File: src/rtl/audio_tone_mixer_if.sv
// Sample handshake bus between the tone mixer and Audio_Controller.
// The mixer owns read/write and the output samples; the controller side
// provides availability flags and the passthrough input samples.
interface audio_tone_mixer_if #(
    parameter int SAMPLE_W = 32
);
    logic                       audio_in_available;
    logic                       audio_out_allowed;
    logic signed [SAMPLE_W-1:0] left_channel_audio_in;
    logic signed [SAMPLE_W-1:0] right_channel_audio_in;
    logic                       read_audio_in;
    logic                       write_audio_out;
    logic signed [SAMPLE_W-1:0] left_channel_audio_out;
    logic signed [SAMPLE_W-1:0] right_channel_audio_out;

    modport master (
        input  audio_in_available,
        input  audio_out_allowed,
        input  left_channel_audio_in,
        input  right_channel_audio_in,
        output read_audio_in,
        output write_audio_out,
        output left_channel_audio_out,
        output right_channel_audio_out
    );

    modport slave (
        output audio_in_available,
        output audio_out_allowed,
        output left_channel_audio_in,
        output right_channel_audio_in,
        input  read_audio_in,
        input  write_audio_out,
        input  left_channel_audio_out,
        input  right_channel_audio_out
    );
endinterface

File: src/rtl/audio_tone_mixer.sv
// Multi-voice one-shot square-wave tone generator mixed onto the mic/line
// passthrough. Each voice latches pitch, amplitude and length on its trigger,
// plays for a fixed number of transferred samples, then goes quiet. The sum
// of all voices is added to both channels with saturation.
module audio_tone_mixer #(
    parameter int NUM_VOICES = 4,
    parameter int SAMPLE_W   = 32,
    parameter int PERIOD_W   = 19,
    parameter int DUR_W      = 16,
    parameter int AMP_W      = 24
) (
    input  logic                           CLOCK_50,
    input  logic                           resetn,
    input  logic [NUM_VOICES-1:0]          trig,
    input  logic [NUM_VOICES*PERIOD_W-1:0] half_period,
    input  logic [NUM_VOICES*DUR_W-1:0]    duration,
    input  logic [NUM_VOICES*AMP_W-1:0]    amplitude,
    input  logic                           mute,
    output logic [NUM_VOICES-1:0]          busy,
    audio_tone_mixer_if.master             audio_bus
);

    localparam int MIX_W = SAMPLE_W + $clog2(NUM_VOICES);
    localparam int SUM_W = MIX_W + 1;

    localparam logic signed [SUM_W-1:0] SAT_MAX =
        {{(SUM_W-SAMPLE_W+1){1'b0}}, {(SAMPLE_W-1){1'b1}}};
    localparam logic signed [SUM_W-1:0] SAT_MIN =
        {{(SUM_W-SAMPLE_W+1){1'b1}}, {(SAMPLE_W-1){1'b0}}};

    typedef enum logic {
        IDLE = 1'b0,
        PLAY = 1'b1
    } voice_state_t;

    voice_state_t              state_q [NUM_VOICES];
    logic [PERIOD_W-1:0]       hp_q    [NUM_VOICES];
    logic [PERIOD_W-1:0]       phase_q [NUM_VOICES];
    logic [DUR_W-1:0]          dur_q   [NUM_VOICES];
    logic [AMP_W-1:0]          amp_q   [NUM_VOICES];
    logic                      pol_q   [NUM_VOICES];
    logic signed [MIX_W-1:0]   mix_next;
    logic signed [MIX_W-1:0]   mix_reg;
    logic signed [SUM_W-1:0]   left_sum;
    logic signed [SUM_W-1:0]   right_sum;
    logic                      xfer;

    // A sample moves only when the controller can both give and take one,
    // so input pops and output pushes always pair up.
    assign xfer = audio_bus.audio_in_available & audio_bus.audio_out_allowed & resetn;
    assign audio_bus.read_audio_in   = xfer;
    assign audio_bus.write_audio_out = xfer;

    function automatic logic signed [SAMPLE_W-1:0] saturate(input logic signed [SUM_W-1:0] v);
        logic signed [SUM_W-1:0] c;
        if (v > SAT_MAX) begin
            c = SAT_MAX;
        end else if (v < SAT_MIN) begin
            c = SAT_MIN;
        end else begin
            c = v;
        end
        return c[SAMPLE_W-1:0];
    endfunction

    // Per-voice IDLE/PLAY state, field latches, square-wave phase and sample countdown.
    always_ff @(posedge CLOCK_50 or negedge resetn) begin
        if (!resetn) begin
            for (int i = 0; i < NUM_VOICES; i++) begin
                state_q[i] <= IDLE;
                hp_q[i]    <= '0;
                phase_q[i] <= '0;
                dur_q[i]   <= '0;
                amp_q[i]   <= '0;
                pol_q[i]   <= 1'b1;
            end
            busy <= '0;
        end else begin
            for (int i = 0; i < NUM_VOICES; i++) begin
                if (trig[i]) begin
                    if (duration[i*DUR_W +: DUR_W] != '0) begin
                        state_q[i] <= PLAY;
                        busy[i]    <= 1'b1;
                        hp_q[i]    <= half_period[i*PERIOD_W +: PERIOD_W];
                        dur_q[i]   <= duration[i*DUR_W +: DUR_W];
                        amp_q[i]   <= amplitude[i*AMP_W +: AMP_W];
                        phase_q[i] <= '0;
                        pol_q[i]   <= 1'b1;
                    end else begin
                        state_q[i] <= IDLE;
                        busy[i]    <= 1'b0;
                    end
                end else if (state_q[i] == PLAY) begin
                    if (phase_q[i] == hp_q[i]) begin
                        phase_q[i] <= '0;
                        pol_q[i]   <= ~pol_q[i];
                    end else begin
                        phase_q[i] <= phase_q[i] + PERIOD_W'(1);
                    end
                    if (xfer) begin
                        if (dur_q[i] == DUR_W'(1)) begin
                            state_q[i] <= IDLE;
                            busy[i]    <= 1'b0;
                        end else begin
                            dur_q[i] <= dur_q[i] - DUR_W'(1);
                        end
                    end
                end
            end
        end
    end

    // Signed sum of every playing voice at its current polarity.
    always_comb begin
        mix_next = '0;
        for (int i = 0; i < NUM_VOICES; i++) begin
            if (state_q[i] == PLAY) begin
                if (pol_q[i]) begin
                    mix_next = mix_next + $signed({{(MIX_W-AMP_W){1'b0}}, amp_q[i]});
                end else begin
                    mix_next = mix_next - $signed({{(MIX_W-AMP_W){1'b0}}, amp_q[i]});
                end
            end
        end
    end

    // Register the mix so the output adder sees a stable value; mute silences tones only.
    always_ff @(posedge CLOCK_50 or negedge resetn) begin
        if (!resetn) begin
            mix_reg <= '0;
        end else if (mute) begin
            mix_reg <= '0;
        end else begin
            mix_reg <= mix_next;
        end
    end

    // Passthrough plus tone mix, widened by one bit so overflow can be clamped.
    always_comb begin
        left_sum  = $signed({{(SUM_W-SAMPLE_W){audio_bus.left_channel_audio_in[SAMPLE_W-1]}},
                             audio_bus.left_channel_audio_in})
                  + $signed({{(SUM_W-MIX_W){mix_reg[MIX_W-1]}}, mix_reg});
        right_sum = $signed({{(SUM_W-SAMPLE_W){audio_bus.right_channel_audio_in[SAMPLE_W-1]}},
                             audio_bus.right_channel_audio_in})
                  + $signed({{(SUM_W-MIX_W){mix_reg[MIX_W-1]}}, mix_reg});
        audio_bus.left_channel_audio_out  = saturate(left_sum);
        audio_bus.right_channel_audio_out = saturate(right_sum);
    end

endmodule

File: src/flat_wrapper.sv
// flat-port wrapper written by rule: the top's interface ports become plain ports
module audio_tone_mixer_flat 
#(
    parameter int NUM_VOICES = 4,
    parameter int SAMPLE_W   = 32,
    parameter int PERIOD_W   = 19,
    parameter int DUR_W      = 16,
    parameter int AMP_W      = 24
)
  (CLOCK_50, resetn, trig, half_period, duration, amplitude, mute, busy, audio_bus_audio_in_available, audio_bus_audio_out_allowed, audio_bus_left_channel_audio_in, audio_bus_right_channel_audio_in, audio_bus_read_audio_in, audio_bus_write_audio_out, audio_bus_left_channel_audio_out, audio_bus_right_channel_audio_out);
  audio_tone_mixer_if #(.SAMPLE_W(SAMPLE_W)) audio_bus_i ();
  input  logic CLOCK_50;
  input  logic resetn;
  input  logic [NUM_VOICES-1:0] trig;
  input  logic [NUM_VOICES*PERIOD_W-1:0] half_period;
  input  logic [NUM_VOICES*DUR_W-1:0] duration;
  input  logic [NUM_VOICES*AMP_W-1:0] amplitude;
  input  logic mute;
  output logic [NUM_VOICES-1:0] busy;
  input wire logic [$bits(audio_bus_i.audio_in_available)-1:0] audio_bus_audio_in_available;
  input wire logic [$bits(audio_bus_i.audio_out_allowed)-1:0] audio_bus_audio_out_allowed;
  input wire logic [$bits(audio_bus_i.left_channel_audio_in)-1:0] audio_bus_left_channel_audio_in;
  input wire logic [$bits(audio_bus_i.right_channel_audio_in)-1:0] audio_bus_right_channel_audio_in;
  output wire logic [$bits(audio_bus_i.read_audio_in)-1:0] audio_bus_read_audio_in;
  output wire logic [$bits(audio_bus_i.write_audio_out)-1:0] audio_bus_write_audio_out;
  output wire logic [$bits(audio_bus_i.left_channel_audio_out)-1:0] audio_bus_left_channel_audio_out;
  output wire logic [$bits(audio_bus_i.right_channel_audio_out)-1:0] audio_bus_right_channel_audio_out;
  assign audio_bus_i.audio_in_available = audio_bus_audio_in_available;
  assign audio_bus_i.audio_out_allowed = audio_bus_audio_out_allowed;
  assign audio_bus_i.left_channel_audio_in = audio_bus_left_channel_audio_in;
  assign audio_bus_i.right_channel_audio_in = audio_bus_right_channel_audio_in;
  assign audio_bus_read_audio_in = audio_bus_i.read_audio_in;
  assign audio_bus_write_audio_out = audio_bus_i.write_audio_out;
  assign audio_bus_left_channel_audio_out = audio_bus_i.left_channel_audio_out;
  assign audio_bus_right_channel_audio_out = audio_bus_i.right_channel_audio_out;
  audio_tone_mixer #(.NUM_VOICES(NUM_VOICES), .SAMPLE_W(SAMPLE_W), .PERIOD_W(PERIOD_W), .DUR_W(DUR_W), .AMP_W(AMP_W)) u_core (.CLOCK_50(CLOCK_50), .resetn(resetn), .trig(trig), .half_period(half_period), .duration(duration), .amplitude(amplitude), .mute(mute), .busy(busy), .audio_bus(audio_bus_i));
endmodule
File: config.mk
export PLATFORM = sky130hd
export DESIGN_NAME = audio_tone_mixer_flat
export DESIGN_NICKNAME = d
export VERILOG_FILES = /design/src/rtl/audio_tone_mixer_if.sv /design/src/rtl/audio_tone_mixer.sv /design/src/flat_wrapper.sv
export SDC_FILE = /design/constraint.sdc
export NUM_CORES = 1
export LEC_CHECK = 0
export ABC_AREA = 1
export CAP_MARGIN = 10
export CELL_PAD_IN_SITES_DETAIL_PLACEMENT = 1
export CELL_PAD_IN_SITES_GLOBAL_PLACEMENT = 2
export CORE_MARGIN = 10
export CORE_UTILIZATION = 32
export CTS_BUF_LIST = sky130_fd_sc_hd__clkbuf_4 sky130_fd_sc_hd__clkbuf_8 sky130_fd_sc_hd__clkbuf_16
export DETAILED_ROUTE_END_ITERATION = 12
export PLACE_DENSITY_LB_ADDON = 0.1
export SLEW_MARGIN = 20
export SYNTH_ARGS = -nofsm -noshare
export SYNTH_HDL_FRONTEND = slang
export SYNTH_SLANG_ARGS = --single-unit
File: constraint.sdc
create_clock -name CLOCK_50 -period 7.2 [get_ports CLOCK_50]
set_input_delay 1.08 -clock CLOCK_50 [delete_from_list [all_inputs] [get_ports CLOCK_50]]
set_output_delay 1.08 -clock CLOCK_50 [all_outputs]
set_load 0.1 [all_outputs]
==> results of run 1 <==
-- power by group through the flow --
stage	clock network, W	registers (W)	logic (W)
final	0.00241	0.00261	0.0155
after floorplan	0	0.00248	0.0106
after global routing	0.00257	0.00264	0.0168
after global placement	0	0.00264	0.0151
after detailed placement	0	0.00265	0.0151
after CTS	0.00249	0.00262	0.0152
-- kinds of logic after synthesis --
| logic type | count (synthesis) |
|---|---|
| muxes | 114 |
| and+or+nand+nor | 2142 |
| DFF | 358 |
| AOI/OAI and AO/OA | 876 |
| adders and majority gates | 188 |
| buffers and inverters | 661 |
| xor gates and xnor gates | 277 |
-- Yosys cell counts, drive strengths merged, types with 4 or more instances --
cell / instances
nand2: 1129
inv: 545
nor2: 505
a21oi: 367
dfrtp: 354
o21ai: 315
nand3: 288
ha: 183
xor2: 179
mux2: 112
xnor2: 98
nor3: 72
clkbuf: 68
nand4: 62
o22ai: 52
nor4: 51
buf: 45
o21bai: 24
a21o: 21
a31oi: 20
or2: 20
o21a: 17
o211ai: 16
o31ai: 12
a21boi: 6
and2: 6
nand3b: 6
a211oi: 5
fa: 5
dfstp: 4
o221ai: 4
-- per-layer routing --
metal	track usage	part of all wire	up-vias
li1	-	-	16300
met1	0.303	0.48	15600
met2	0.378	0.47	477
met3	0.0271	0.034	128
met4	0.0429	0.018	20
met5	0	0.0011	-
-- timing repair --
action                                  CTS  global route
cloned                                    0             0
endpoints found under the setup margin    4            18
resized for setup                         1           147
pin swaps                                 0            16
buffers inserted                          0            10
-- through the flow --
step           power (W)  setup TNS [ns]
3_3_place_gp      0.0177               0
5_1_grt           0.0220          -0.676
2_1_floorplan     0.0131               0
3_5_place_dp      0.0178               0
6_report          0.0205               0
4_1_cts           0.0203               0
-- critical path, delay by kind of cell, from the launching register on --
kind                       cells  cell delay (ns)
buffers and inverters          7             0.68
DFF                            1             0.41
and+or+nand+nor               18             2.55
xor gates and xnor gates       2             0.45
AOI/OAI and AO/OA              8             1.24
adders and majority gates      4             1.22
-- final cells by class --
type | count | area [µm²] | area share
diodes | 2 | 5.00 | 0.000125
clock buffers | 64 | 1360 | 0.0340
clock inverters | 19 | 233 | 0.00583
inverters | 548 | 2060 | 0.0516
multi-input cells | 3597 | 20600 | 0.517
flip-flops and latches | 358 | 8960 | 0.225
well taps | 1287 | 1610 | 0.0403
repair buffers | 564 | 5040 | 0.126
-- worst max path at each step --
stage / slack, ns / endpoint / depth (start not counted)
detailed placement: 0.06 / u_core.mix_reg[24] / 44
global placement: 0.15 / u_core.mix_reg[24] / 43
CTS: 0.06 / u_core.mix_reg[24] / 44
global route: -0.1 / u_core.mix_reg[28] / 45
finish: 0.52 / u_core.mix_reg[30] / 39
floorplan: 1.28 / u_core.mix_reg[26] / 46
-- cells in the final DEF (no fill, tap or decap), types with 11 or more instances in the layout --
cell	count
a21o_1	21
a21oi_1	339
a21oi_2	28
a31oi_1	18
buf_4	247
clkbuf_16	46
clkbuf_8	11
clkdlybuf4s50_1	315
dfrtp_1	354
ha_1	162
ha_2	11
inv_1	533
inv_2	11
mux2_2	112
nand2_1	1081
nand2_2	47
nand3_1	276
nand3_2	12
nand4_1	60
nor2_1	473
nor2_2	26
nor3_1	52
nor3_2	20
nor4_1	40
o211ai_1	16
o21a_1	15
o21ai_0	279
o21ai_1	30
o21bai_1	22
o22ai_1	52
o31ai_1	12
or2_2	19
xnor2_1	97
xor2_1	175
==> results.json, run 1 <==
{
  "nFillCells": 12300,
  "synth_top_family_by_area": "simple AND/OR/NAND/NOR gates",
  "drive_gt1_frac": 0.130,
  "netlist.area_leader.share": 0.280,
  "antenna_found_initial": 11,
  "syn_avg_cell_area_um2": 6.86,
  "startpoint": "u_core.amp_q[48]",
  "hp-class": "input pin to async pin",
  "ys_types": 66,
  "rr_startpoint": "u_core.amp_q[48]",
  "synthArstFlopShare": 1.00,
  "post_synth_inst_count": 4616,
  "synth-edff-count": 0,
  "cts_buffers": 46,
  "status": "complete, no violations",
  "crit_type": "flop to flop",
  "synthAdderAreaFrac": 0.0755,
  "dr.pass1.iters": 5,
  "drv_cap": 0,
  "p_per_area_nw_per_um2": 514,
  "die_y_um": 335,
  "routedWlPerCell_um": 20.1,
  "regToRegSetupSlack_ns": 0.52,
  "synth-xor-area-share": 0.0774,
  "syn_nets": 5113,
  "layout.cells.non_filler": 6439,
  "largest_register_ffs": 96,
  "num_io_pins": 379,
  "finalHoldViolCount": 0,
  "yosysWarnings": 0,
  "synthToLayoutAreaGrowth_pct": 26.1,
  "clock_latency_ns": 0.61,
  "cp.arrival_ns": 7.16,
  "yosys-top-cells-area": "dfrtp_1 28%, nand2_1 13%, ha_1 7.2%",
  "gp_congestion": 0.901,
  "seqPwrFrac": 0.127,
  "die_area_um2": 112000,
  "synth-compound-area-share": 0.153,
  "top_regs": "u_core.amp_q (96), u_core.hp_q (76), u_core.phase_q (76)",
  "placement.io_buffers": 378,
  "vias": 32400,
  "synthFlopType": "dfrtp_1",
  "min_period_over_period": 0.928,
  "htreeDepth": 2,
  "worst_slack_ns": 0.516,
  "grt_start_max_net_pins": 122,
  "power.share.clock": 0.117,
  "p_sw_w": 0.0122,
  "worstPathRequired_ns": 7.67,
  "cpMostUsedCell": "nand2_1",
  "slew_headroom": 0.318,
  "viasPerCell": 5.04,
  "start_util": 0.322,
  "p_leak_nw": 18.8,
  "postRouteAntennaNets": 0,
  "critPathSlowestCell": "ha_1",
  "clk_pin_slew_worst_paths_ns": 0.06,
  "max_freq_mhz": 150,
  "clock_skew_ns": 0.0397,
  "synth_mux_area_frac": 0.0405,
  "placed_cell_area_um2": 37700,
  "numClockSinks": 358,
  "worst_setup_path_start_kind": "flop",
  "reg2reg_to": "u_core.mix_reg[30]",
  "ys_ff_latch": 358,
  "grt_usage": 0.223,
  "gr-total-overflow": 0,
  "cts_tree": "built",
  "grt_pass1_wl_mm": 199,
  "cp_slowest_stage_delay_ns": 0.43,
  "grt_pass1_vias": 33900,
  "ctsLongestPathBuffers": 3,
  "synth_area_um2": 31700,
  "yosys.area_share.simple": 0.289,
  "num_rows": 115,
  "drc": 0,
  "crit_path_max_fanout": 5,
  "power_frac_comb": 0.755,
  "hold_ws_ns": 0.443,
  "dp.cells": 6344,
  "p_int_w": 0.00829,
  "die_w_um": 335,
  "reg2reg_depth": 39,
  "top_register": "u_core.amp_q",
  "design_area_um2": 39900,
  "nets": 5612,
  "place_ws_ns": 0.0582,
  "synth_area_leader_cell": "dfrtp_1",
  "cts_hold_buf": 0,
  "yosysSeqAreaShare": 0.283,
  "totalWireLength_mm": 129,
  "drt_iter0_drc": 1891,
  "switching_share": 0.596,
  "cp-end-kind": "flop",
  "ir_drop_v": 0.000707,
  "hpwl_mm": 107,
  "core-area_um2": 98300,
  "final_core_util": 0.406,
  "maxSlewViolCount": 0,
  "setup_viol": 0,
  "period_needed_ns": 6.68,
  "cts_root_buf": "clkbuf_16",
  "tightest_slew_ns": 1.02
}
Note: power is estimated with default switching activity, not from simulation.
==> run 2, diff against run 1 <==
--- a/config.mk
+++ b/config.mk
@@ -6,7 +6,7 @@
 export NUM_CORES = 1
 export LEC_CHECK = 0
 export ABC_AREA = 1
-export CAP_MARGIN = 10
+export ABC_CLOCK_PERIOD_IN_PS = 7200
 export CELL_PAD_IN_SITES_DETAIL_PLACEMENT = 1
 export CELL_PAD_IN_SITES_GLOBAL_PLACEMENT = 2
 export CORE_MARGIN = 10
@@ -18,3 +18,4 @@
 export SYNTH_ARGS = -nofsm -noshare
 export SYNTH_HDL_FRONTEND = slang
 export SYNTH_SLANG_ARGS = --single-unit
+export TNS_END_PERCENT = 30
==> run 2 against run 1 <==
Compared with the run above:
- total power barely moved
- first-iteration DRC count did not move
- global-route usage did not move
- combinational power barely moved
- clock power barely moved
- fmax barely moved
- count of clock-buffer cells in the layout did not move
- clock skew barely moved
- flip-flop and latch count did not move
- via count barely moved
- critical path type unchanged
==> results.json, run 2 (synthesis gave the netlist of run 1 again) <==
{
  "cp_top_family": "simple AND/OR/NAND/NOR gates",
  "nets": 5612,
  "clock_latency_ns": 0.61,
  "cp.arrival_ns": 7.16,
  "cts_buffers": 46,
  "top_register": "u_core.amp_q",
  "grt_usage": 0.223,
  "grt_pass1_vias": 33900,
  "clock_skew_ns": 0.0396,
  "ir_drop_v": 0.000707,
  "ctsLongestPathBuffers": 3,
  "reg2reg_depth": 39,
  "grt_start_max_net_pins": 122,
  "routedWlPerCell_um": 20.1,
  "period_needed_ns": 6.68,
  "synthToLayoutAreaGrowth_pct": 26.1,
  "drive_gt1_frac": 0.130,
  "drc": 0,
  "final_core_util": 0.406,
  "die_area_um2": 112000,
  "grt_pass1_wl_mm": 199,
  "worstPathRequired_ns": 7.67,
  "final_common_cell": "nand2_1",
  "hp-class": "input pin to async pin",
  "cp_slowest_stage_delay_ns": 0.43,
  "setup_viol": 0,
  "cpMostUsedCell": "nand2_1",
  "slew_headroom": 0.318,
  "totalWireLength_mm": 129,
  "top_regs": "u_core.amp_q (96), u_core.hp_q (76), u_core.phase_q (76)",
  "hpwl_mm": 107,
  "rr_startpoint": "u_core.amp_q[48]",
  "rsz0062_at_grt": "yes",
  "tightest_slew_ns": 1.02,
  "num_io_pins": 379,
  "clk_pin_slew_worst_paths_ns": 0.06,
  "core-area_um2": 98300,
  "cp-end-kind": "flop",
  "regToRegSetupSlack_ns": 0.52,
  "gr-total-overflow": 0,
  "min_period_over_period": 0.928,
  "reg2reg_to": "u_core.mix_reg[30]",
  "largest_register_ffs": 96,
  "gp_congestion": 0.901,
  "viasPerCell": 5.04,
  "cts_root_buf": "clkbuf_16",
  "htreeDepth": 2,
  "worst_setup_path_start_kind": "flop",
  "crit_path_max_fanout": 5,
  "placement.io_buffers": 378,
  "layout.cells.non_filler": 6439,
  "crit_type": "flop to flop",
  "die_w_um": 335,
  "p_leak_nw": 18.8,
  "vias": 32400,
  "maxSlewViolCount": 0,
  "cts_tree": "built",
  "start_util": 0.322,
  "path_buf_inv": 7,
  "finalHoldViolCount": 0,
  "postRouteAntennaNets": 0,
  "max_freq_mhz": 150,
  "dp.cells": 6344,
  "dr.pass1.iters": 5,
  "drv_cap": 0,
  "num_rows": 115,
  "status": "complete, no violations",
  "final_cell_mix": "1081 x nand2_1, 533 x inv_1, 474 x nor2_1",
  "numClockSinks": 358,
  "antenna_found_initial": 11,
  "p_per_area_nw_per_um2": 514,
  "drt_iter0_drc": 1891,
  "die_y_um": 335,
  "critPathSlowestCell": "ha_1"
}
-- run 2: cell counts in the layout (fill, tap and decap cells not counted) --
No cell type changed its count.
-- run 2: worst max path at each step --
stage	from	end	cells after the start
detailed placement	u_core.amp_q[48]	u_core.mix_reg[24]	44
global route	u_core.amp_q[48]	u_core.mix_reg[28]	45
CTS	u_core.amp_q[48]	u_core.mix_reg[24]	44
floorplan	u_core.amp_q[48]	u_core.mix_reg[26]	46
global placement	u_core.amp_q[48]	u_core.mix_reg[24]	43
finish	u_core.amp_q[48]	u_core.mix_reg[30]	39
-- run 2: per-stage QoR --
| stage | total power (W) | hold slack (ns) | setup slack, ns | TNS, ns | area (µm²) |
|---|---|---|---|---|---|
| after global routing | 0.0220 | 0.472 | -0.0953 | -0.682 | 39900 |
| final | 0.0205 | 0.443 | 0.516 | 0 | 39900 |
| after CTS | 0.0203 | 0.431 | 0.0647 | 0 | 39300 |
| after floorplan | 0.0131 | 0.454 | 1.28 | 0 | 31700 |
| after detailed placement | 0.0178 | 0.487 | 0.0582 | 0 | 37700 |
| after global placement | 0.0177 | 0.455 | 0.147 | 0 | 37700 |
-- run 2: report_power, final --
part           internal [W]  switching, W  leakage (nW)
clock network       0.00143      0.000976         0.786
logic               0.00458        0.0109          13.6
registers           0.00228      0.000336          4.35
-- run 2: cell type report --
cell class | count | area [µm²]
fillers | 12300 | 58400
multi-input cells | 3597 | 20600
flip-flops and latches | 358 | 8960
repair buffers | 564 | 5040
inverters | 548 | 2060
well taps | 1287 | 1610
clock buffers | 64 | 1360
clock inverters | 19 | 233
diodes | 2 | 5.00
-- run 2: per-layer routing --
layer,GRT usage,vias to the layer above,wire [µm]
met5,0,-,137
met4,0.0429,20,2390
met3,0.0271,128,4300
met2,0.378,476,60300
met1,0.303,15600,62000
li1,-,16300,-
-- run 2: repair_timing --
| item | CTS | global route |
|---|---|---|
| gates resized for setup | 1 | 146 |
| pin swaps | 0 | 16 |
| setup endpoints to repair | 4 | 18 |
| buffers inserted | 0 | 10 |
| endpoints found under the hold margin | 0 | 0 |
| hold buffers | 0 | 0 |
==> run 3, diff against run 2 <==
--- a/config.mk
+++ b/config.mk
@@ -6,13 +6,13 @@
 export NUM_CORES = 1
 export LEC_CHECK = 0
 export ABC_AREA = 1
-export ABC_CLOCK_PERIOD_IN_PS = 7200
 export CELL_PAD_IN_SITES_DETAIL_PLACEMENT = 1
 export CELL_PAD_IN_SITES_GLOBAL_PLACEMENT = 2
 export CORE_MARGIN = 10
 export CORE_UTILIZATION = 32
 export CTS_BUF_LIST = sky130_fd_sc_hd__clkbuf_4 sky130_fd_sc_hd__clkbuf_8 sky130_fd_sc_hd__clkbuf_16
 export DETAILED_ROUTE_END_ITERATION = 12
+export GPL_ROUTABILITY_DRIVEN = 0
 export PLACE_DENSITY_LB_ADDON = 0.1
 export SLEW_MARGIN = 20
 export SYNTH_ARGS = -nofsm -noshare
==> run 3 against run 2 <==
Compared with the run above:
- sequential share of layout area hardly changed
- clock power is 2% lower
- flip-flop and latch count unchanged
- largest power group unchanged
- critical endpoint is now u_core.mix_reg[28]
- non-clock buffer count shrank 7
==> results.json, run 3 (synthesis gave the netlist of run 1 again) <==
{
  "nets": 5604,
  "worst_setup_path_start_kind": "flop",
  "placement.io_buffers": 378,
  "final_common_cell": "nand2_1",
  "grt_usage": 0.221,
  "cts_tree": "built",
  "top_regs": "u_core.amp_q (96), u_core.hp_q (76), u_core.phase_q (76)",
  "die_w_um": 335,
  "grt_util_met1": 0.297,
  "die_area_um2": 112000,
  "viasPerCell": 5.05,
  "whs_endpoint": "u_core.busy[3]",
  "numClockSinks": 358,
  "cts_buffers": 45,
  "grt_pass1_wl_mm": 197,
  "finalHoldViolCount": 0,
  "hp-class": "flop to flop",
  "grt-busiest-layer": "met2",
  "gr-total-overflow": 0,
  "rr_startpoint": "u_core.amp_q[73]",
  "use_met3": 0.0299,
  "postRouteAntennaNets": 0,
  "cts_root_buf": "clkbuf_16",
  "totalWireLength_mm": 128,
  "cp.arrival_ns": 7.20,
  "dp.cells": 6332,
  "hold_start": "u_core.busy[3]",
  "cpMostUsedCell": "nand2_1",
  "num_rows": 115,
  "grt_pass1_vias": 33900,
  "drive_gt1_frac": 0.132,
  "p_leak_nw": 18.7,
  "maxSlewViolCount": 0,
  "placed_cell_area_um2": 37600,
  "hold_ws_ns": 0.480,
  "grtUsageMet2": 0.373,
  "final_core_util": 0.406,
  "grt_start_max_net_pins": 140,
  "setup_viol": 0,
  "num_io_pins": 379,
  "layout.cells.non_filler": 6429,
  "clock_latency_ns": 0.60,
  "p_per_area_nw_per_um2": 513,
  "top_register": "u_core.amp_q",
  "largest_register_ffs": 96,
  "reg2reg_to": "u_core.mix_reg[28]",
  "start_util": 0.322,
  "clk_pin_slew_worst_paths_ns": 0.06,
  "multi_input_area_um2": 20700,
  "clock_skew_ns": 0.0281,
  "critPathSlowestCell": "or3_1",
  "rsz0062_at_grt": "yes",
  "ir_drop_v": 0.000716,
  "dr.pass1.iters": 5,
  "design_area_um2": 39900,
  "regToRegSetupSlack_ns": 0.47,
  "cp_slowest_stage_delay_ns": 0.41,
  "reg2reg_depth": 42,
  "final_cell_mix": "1078 x nand2_1, 534 x inv_1, 470 x nor2_1",
  "status": "complete, no violations",
  "min_period_over_period": 0.934,
  "tightest_slew_ns": 1.10,
  "power_w": 0.0205,
  "min_path_cells": 2,
  "register_area_um2": 8960,
  "drv_cap": 0,
  "htreeDepth": 2,
  "max_freq_mhz": 149,
  "ctsLongestPathBuffers": 3,
  "slew_headroom": 0.264,
  "routedWlPerCell_um": 20.0,
  "period_needed_ns": 6.73,
  "synthToLayoutAreaGrowth_pct": 26.2,
  "cts_hold_buf": 0,
  "nFillCells": 12400,
  "hpwl_mm": 106,
  "die_y_um": 335,
  "core-area_um2": 98300,
  "vias": 32500,
  "drt_iter0_drc": 1720,
  "crit_type": "flop to flop",
  "cp-end-kind": "flop",
  "worstPathRequired_ns": 7.68,
  "antenna_found_initial": 15,
  "drc": 0,
  "crit_path_max_fanout": 5
}
-- run 3: changes by cell type in the layout (fill, tap and decap cells not counted), sizes merged --
cell      previous run  this run
clkbuf              64        67
clkinvlp             4         2
clkinv              15        10
buf                249       242
inv                545       546
-- run 3: where the power goes --
| group | internal (W) | leakage [nW] | switching, W |
|---|---|---|---|
| Clock | 0.00142 | 0.776 | 0.000951 |
| Combinational | 0.00458 | 13.6 | 0.0109 |
| Sequential | 0.00228 | 4.35 | 0.000335 |
| Total | 0.00828 | 18.7 | 0.0122 |
-- run 3: cell type report --
cell class,instances,area share
inverter,548,0.0516
timing repair buffer,557,0.125
clock buffer,67,0.0340
multi-input combinational,3597,0.519
clock inverter,13,0.00492
antenna,2,0.000125
sequential,358,0.224
tap,1287,0.0403
-- run 3: repair_timing --
action	CTS	global route
resized for setup	0	161
endpoints found under the setup margin	0	19
setup buffers	0	15
-- run 3: worst max path at each step --
stage                                start            endpoint  slack (ns)  depth (start not counted)
after floorplan           u_core.amp_q[48]  u_core.mix_reg[26]        1.28                         46
after global placement    u_core.amp_q[73]  u_core.mix_reg[28]        0.25                         42
after detailed placement  u_core.amp_q[48]  u_core.mix_reg[32]        0.16                         44
after CTS                 u_core.amp_q[48]  u_core.mix_reg[28]        0.13                         45
after global routing      u_core.amp_q[73]  u_core.mix_reg[24]       -0.04                         43
final                     u_core.amp_q[73]  u_core.mix_reg[28]        0.47                         42
-- run 3: per-stage QoR --
stage                     TNS [ns]  setup slack [ns]
after global routing        -0.109           -0.0419
after floorplan                  0              1.28
final                            0             0.474
after detailed placement         0             0.161
after global placement           0             0.251
after CTS                        0             0.134
-- run 3: critical path: cells and delay by family, from the launching register on --
kind / cells / cell delay [ns]
compound gates: 4 / 0.72
fa+ha+maj: 4 / 1.01
simple gates: 26 / 3.41
flops: 1 / 0.36
buf+inv: 7 / 0.84
xor+xnor: 1 / 0.25
-- run 3: per-layer routing --
| metal | up-vias | share of wire |
|---|---|---|
| li1 | 16200 | - |
| met1 | 15600 | 0.48 |
| met2 | 489 | 0.47 |
| met3 | 137 | 0.036 |
| met4 | 22 | 0.020 |
| met5 | - | 0.0013 |
